===== src/rtl/rom_load_router.sv =====
// rom_load_router
//   Routes a byte-serial ROM download stream into per-region ROM write strobes.
//   A download session (ioctl_download high) steps the FSM into LOAD. Each rising
//   edge of ioctl_wr seen in LOAD is decoded against the region map. A mapped
//   write produces a one-cycle strobe (rom_we, rom_cs one-hot, region-local
//   rom_addr, rom_data) on the cycle after the edge. An unmapped write sets the
//   sticky addr_error flag.
//
// Optional feature: define ROM_LOAD_CHECKSUM_EN to add the 16-bit checksum port.
//
// Ports
//   clk_49m        in   system clock
//   reset          in   asynchronous, active-low reset
//   ioctl_download in   download session active
//   ioctl_addr     in   loader byte address [ADDR_W]
//   ioctl_data     in   loader byte
//   ioctl_wr       in   write request level (rising edge = event)
//   rom_cs         out  one-hot region select, strobe cycle only
//   rom_we         out  one-cycle write strobe
//   rom_addr       out  region-local address [LOCAL_AW]
//   rom_data       out  registered data byte
//   region_loaded  out  per-region "last byte written" flags
//   load_done      out  session finished (state DONE)
//   addr_error     out  sticky unmapped-write flag
//   checksum       out  modulo-2^16 byte sum of strobed data (ROM_LOAD_CHECKSUM_EN)
//
// state   | meaning
// --------+-------------------------------------------------
// ST_IDLE | after reset, waiting for the first download edge
// ST_LOAD | session active, write edges are routed
// ST_DONE | session finished, waiting for a new download edge
module rom_load_router #(
  parameter int NUM_REGIONS = 17,
  parameter int ADDR_W      = 25,
  parameter int LOCAL_AW    = 16,
  parameter logic [NUM_REGIONS*ADDR_W-1:0] REGION_BASE = '0,
  parameter logic [NUM_REGIONS*5-1:0]      REGION_AW   = '0
) (
  input  logic                   clk_49m,
  input  logic                   reset,
  input  logic                   ioctl_download,
  input  logic [ADDR_W-1:0]      ioctl_addr,
  input  logic [7:0]             ioctl_data,
  input  logic                   ioctl_wr,
  output logic [NUM_REGIONS-1:0] rom_cs,
  output logic                   rom_we,
  output logic [LOCAL_AW-1:0]    rom_addr,
  output logic [7:0]             rom_data,
  output logic [NUM_REGIONS-1:0] region_loaded,
  output logic                   load_done,
  output logic                   addr_error
`ifdef ROM_LOAD_CHECKSUM_EN
  ,
  output logic [15:0]            checksum
`endif
);

  typedef enum logic [1:0] {ST_IDLE, ST_LOAD, ST_DONE} state_t;

  localparam logic [ADDR_W-1:0] ADDR_ONE = ADDR_W'(1);

  state_t state;

  // primed stays 0 for the first clock after reset so that levels already high
  // at release are captured into the history registers without forming an edge.
  logic primed;
  logic dl_q;
  logic wr_q;

  logic dl_rise;
  logic dl_fall;
  logic wr_rise;

  assign dl_rise = primed &  ioctl_download & ~dl_q;
  assign dl_fall = primed & ~ioctl_download &  dl_q;
  assign wr_rise = primed &  ioctl_wr       & ~wr_q;

  // Per-region decode. The offset is taken at full address width so that the
  // range test cannot wrap, and only its low bits become the local address.
  logic [ADDR_W-1:0]   reg_off   [NUM_REGIONS];
  logic [LOCAL_AW-1:0] reg_local [NUM_REGIONS];
  logic [NUM_REGIONS-1:0] reg_match;
  logic [NUM_REGIONS-1:0] reg_last;

  for (genvar g = 0; g < NUM_REGIONS; g++) begin : g_region
    assign reg_off[g]   = ioctl_addr - REGION_BASE[g*ADDR_W +: ADDR_W];
    assign reg_local[g] = reg_off[g][LOCAL_AW-1:0];
    assign reg_match[g] = (ioctl_addr >= REGION_BASE[g*ADDR_W +: ADDR_W]) &&
                          ((reg_off[g] >> REGION_AW[g*5 +: 5]) == '0);
    assign reg_last[g]  = (reg_off[g] == ((ADDR_ONE << REGION_AW[g*5 +: 5]) - ADDR_ONE));
  end

  // Priority select: scanning downwards lets the lowest matching index win.
  logic [NUM_REGIONS-1:0] hit_sel;
  logic                   hit;
  logic [LOCAL_AW-1:0]    hit_local;
  logic                   hit_last;

  always_comb begin
    hit_sel   = '0;
    hit       = 1'b0;
    hit_local = '0;
    hit_last  = 1'b0;
    for (int i = NUM_REGIONS - 1; i >= 0; i--) begin
      if (reg_match[i]) begin
        hit_sel    = '0;
        hit_sel[i] = 1'b1;
        hit        = 1'b1;
        hit_local  = reg_local[i];
        hit_last   = reg_last[i];
      end
    end
  end

  always_ff @(posedge clk_49m or negedge reset) begin
    if (!reset) begin
      state         <= ST_IDLE;
      primed        <= 1'b0;
      dl_q          <= 1'b0;
      wr_q          <= 1'b0;
      rom_cs        <= '0;
      rom_we        <= 1'b0;
      rom_addr      <= '0;
      rom_data      <= '0;
      region_loaded <= '0;
      load_done     <= 1'b0;
      addr_error    <= 1'b0;
`ifdef ROM_LOAD_CHECKSUM_EN
      checksum      <= '0;
`endif
    end else begin
      primed <= 1'b1;
      dl_q   <= ioctl_download;
      wr_q   <= ioctl_wr;
      rom_we <= 1'b0;
      rom_cs <= '0;

      case (state)
        ST_IDLE, ST_DONE: begin
          if (dl_rise) begin
            state         <= ST_LOAD;
            load_done     <= 1'b0;
            region_loaded <= '0;
            addr_error    <= 1'b0;
`ifdef ROM_LOAD_CHECKSUM_EN
            checksum      <= '0;
`endif
          end
        end

        ST_LOAD: begin
          // A write edge coinciding with the session end is still accepted.
          if (wr_rise) begin
            if (hit) begin
              rom_we   <= 1'b1;
              rom_cs   <= hit_sel;
              rom_addr <= hit_local;
              rom_data <= ioctl_data;
              if (hit_last) begin
                region_loaded <= region_loaded | hit_sel;
              end
`ifdef ROM_LOAD_CHECKSUM_EN
              checksum <= checksum + {8'h00, ioctl_data};
`endif
            end else begin
              addr_error <= 1'b1;
            end
          end
          if (dl_fall) begin
            state     <= ST_DONE;
            load_done <= 1'b1;
          end
        end

        default: begin
          state     <= ST_IDLE;
          load_done <= 1'b0;
        end
      endcase
    end
  end

endmodule


===== config.mk =====
export PLATFORM = sky130hd
export DESIGN_NAME = rom_load_router
export DESIGN_NICKNAME = d
export VERILOG_FILES = /design/src/rtl/rom_load_router.sv
export SDC_FILE = /design/constraint.sdc
export NUM_CORES = 1
export LEC_CHECK = 0
export CAP_MARGIN = 20
export CORE_ASPECT_RATIO = 0.8
export CORE_MARGIN = 3
export CORE_UTILIZATION = 38
export CTS_CLUSTER_DIAMETER = 150
export DETAILED_ROUTE_END_ITERATION = 8
export PLACE_DENSITY_LB_ADDON = 0.2
export SYNTH_ARGS = -nofsm -noshare
export SYNTH_HDL_FRONTEND = slang
export SYNTH_SLANG_ARGS = --single-unit
export TNS_END_PERCENT = 1

===== constraint.sdc =====
create_clock -name clk_49m -period 4.2 [get_ports clk_49m]
set_input_delay 0.84 -clock clk_49m [delete_from_list [all_inputs] [get_ports clk_49m]]
set_output_delay 0.84 -clock clk_49m [all_outputs]
set_load 0.05 [all_outputs]

==> results.md <==
- X dimension of the die: 74.6 um
- Destination of the worst register-to-register timing path: rom_data[4]
- Worst hold slack: 499 ps
- Asr flop ratio synth: 100%
- Remaining antenna violation count: 0
- Core occupancy in the finished layout: 58.9%
- Detailed-route DRC error count: 0
- Type of the worst min-delay path: flop to flop
- Final layout net count: 226
- Leakage power total: 1.00 nW
- Total via count after detailed routing: 987
- Critical R2R Launch: state[0]
- Total design power: 0.000733 W
- Largest family of logic cells by synthesized area: buffers and inverters
- Critical path, cell by cell: clkdlybuf4s50_1, nor4_1, nand4_1, nor3_4, buf_4, mux2_2
- Fraction of layout instances using a drive strength above 1: 7.94%
- Type of the setup path with the least slack: primary input to flop
- Share of the clock period used by the worst path after layout: 58.9%
- Number of distinct standard cells referenced by the synthesized netlist: 22
- Final count of negative-setup-slack endpoints: 0
- Slowest Stage Delay on Critical Path: 400 ps
- Final Routed Wirelength: 2960 um
- Max Buffers Root-to-Sink: 2
- Data arrival time of the critical path: 2630 ps
- Ys Warns: 0
- All-layer global routing usage: 13.5%
- Number of antenna cells inserted: 0
- Average detailed-routed wire length per instance: 12.8 um
- Core Region: 3520 sq um
- Final number of max-transition violations: 0
- Std-Cell Rows: 19
- Number of resized instances in the post-cts repair step: 0
- CTS buffer count: 5
- Startpoint class of the critical path: primary input
- Cells on Worst Hold Path: 1
- Post-Syn Area: 1430 sq um
- Routability congestion estimate: 0.759
- Hold wc startpoint: rom_data[5]
- Initial drt markers: 50
- CP max FO: 26
- Largest clock skew in the final design: 2.85 ps
- Tmin final: 2470 ps
- Unrepaired setup endpoints after global routing: no
- Initial antenna violation count: 0
- Headroom to the max-slew limit: 65.3%
- CTS clk-pin slew, worst paths: 60 ps
- Standard cell with the maximum stage delay on the critical path: clkdlybuf4s50_1
- Die area: 4540 sq um
- Global-route wire length before repair: 4490 um
- Clock tree root buffer cell: clkbuf_8
- Layout area overhead: 44.9%
- Boundary Pins: 98
- Total of max-cap violations: 0
- Worst R2R Path Depth: 5
- End point of the most critical hold path: rom_data[5]
- CTS Sinks: 32
- Flip-flop and latch count after synthesis: 32
- Largest net degree at the start of global routing: 33
- Quantity of hold-fixing buffers added after cts: 0
- Complex-gate fraction of the synthesized area: 3.06%
- Synth top area share: 56.0%
- Result of the run: complete, no violations
- Number of global-route vias before repair: 935
- Achievable Freq: 405 MHz
- Proportion of synthesized chip area in sequential cells: 56.0%
- Parity-gate share of the synthesized area counting xor and xnor cells: 0%
- Number of standard cells after synthesis: 119
- Register-to-register path setup slack: 2410 ps
- Number of enable-type register cells in the synthesized netlist: 0
- Worst path required time: 4360 ps
- IO buf count: 65
- # H-tree levels: 2
- Area fraction in and, or, nand and nor cells after synthesis: 14.7%
- Die Span Y: 60.9 um
- CTS tree: yes
- Ranking of synthesized cells by area: dfrtp_1 56%, buf_4 17%, nor2b_1 8.3%
- Total negative slack for setup checks: 0 ps
- Number of iterations in the first detailed-routing pass: 5
- Detailed Place HPWL: 2280 um
- PwrDens: 354 nW/um^2
- Multiplexer share of the synthesized area: 6.30%
- Mapped Avg Cell Area: 12.0 sq um
- Initial standard-cell utilization of the core: 40.6%
- Synth Flop Type: dfrtp_1
- Number of post-CTS setup repair buffers: 0
- Worst vdd ir: 0.000195 V
- Count of final hold-check violations: 0
- Post-synth top area cell: dfrtp_1
- Total grt overflow: 0
- Ratio of routed vias to standard cells: 4.27
- Synth Area in Adders: 0%
- Critical path capture point type: flop
- Worst Max-Slew Pin Slew: 520 ps
- # fillers: 286
- Clock latency reported for the late side of the worst-skew pair: 270 ps
-- report_power, final --
group,internal [W],switching [W],leakage (nW)
Clock,0.000112,0.0000997,0.0410
Combinational,0.0000583,0.000129,0.525
Sequential,0.000323,0.0000108,0.435
Total,0.000494,0.000239,1.00
-- worst max path at each step --
stage	from	end	slack (ps)	cells past startpoint
detailed placement	ioctl_addr[11]	rom_data[4]	1430	6
global route	ioctl_addr[13]	rom_data[1]	1590	6
global placement	ioctl_addr[13]	rom_data[1]	1450	6
finish	ioctl_addr[11]	rom_data[4]	1730	6
floorplan	ioctl_addr[14]	rom_data[5]	1930	5
CTS	ioctl_addr[14]	rom_data[4]	1710	6
-- sequential cells by signal (all words and copies together), names as in the netlist --
name,cells
primed,1
wr_q,1
rom_addr,16
rom_cs,1
state,1
rom_data,8
dl_q,1
load_done,1
region_loaded,1
addr_error,1
-- cells in the mapped netlist (2+ instances only) --
library cell  instances
mux2_2                6
nor4_1                5
dfrtp_1              32
inv_1                 2
nor2b_1              19
buf_4                33
conb_1                2
nor2_1                2
mux2_1                2
nand2_1               3
buf_6                 2
-- cells by family (layout without fill, tap and decap cells) --
group                  count (synthesis)  count (layout)
AND/OR/NAND/NOR                       34              34
buffers and inverters                 37              76
flip-flops                            32              32
other                                  2              33
multiplexers                           8               8
AO/OA/AOI/OAI                          6               6
-- stage by stage --
stage	instance area, sq um	instances	setup WS (ps)
final	2070	231	1730
after global routing	2070	231	1590
after CTS	2070	231	1710
after detailed placement	1990	224	1430
after global placement	1990	224	1450
after floorplan	1550	150	1930
-- layout make-up --
| type | instances | area [sq um] | area share, % |
|---|---|---|---|
| clock inverters | 1 | 5.00 | 0.242 |
| well taps | 42 | 52.6 | 2.54 |
| multi-input cells | 81 | 468 | 22.6 |
| clock buffers | 6 | 72.6 | 3.50 |
| repair buffers | 67 | 666 | 32.1 |
| flip-flops and latches | 32 | 801 | 38.6 |
| inverters | 2 | 7.51 | 0.362 |
-- critical path: cells and delay by family --
kind / cells / cell delay (ps)
simple gates: 3 / 710
buf+inv: 2 / 700
mux: 1 / 380
-- cells in the final DEF, fill, tap and decap left out, types with 2 or more instances in the layout --
master	synthesis	routed
nor4_1	5	5
clkbuf_8	0	5
nand2_1	3	3
mux2_2	6	6
conb_1	2	33
nor2_1	2	2
clkdlybuf4s50_1	0	65
dfrtp_1	32	32
nor2b_1	19	19
buf_4	33	2
inv_1	2	2
mux2_1	2	2
-- routing by layer --
| layer | track usage, % | vias up | routed length (um) |
|---|---|---|---|
| met1 | 17.2 | 455 | 1230 |
| met5 | 0 | - | 0 |
| met2 | 19.5 | 59 | 1380 |
| met4 | 4.57 | 0 | 11 |
| li1 | - | 471 | - |
| met3 | 7.62 | 2 | 341 |
(Power assumes the default switching activity.)
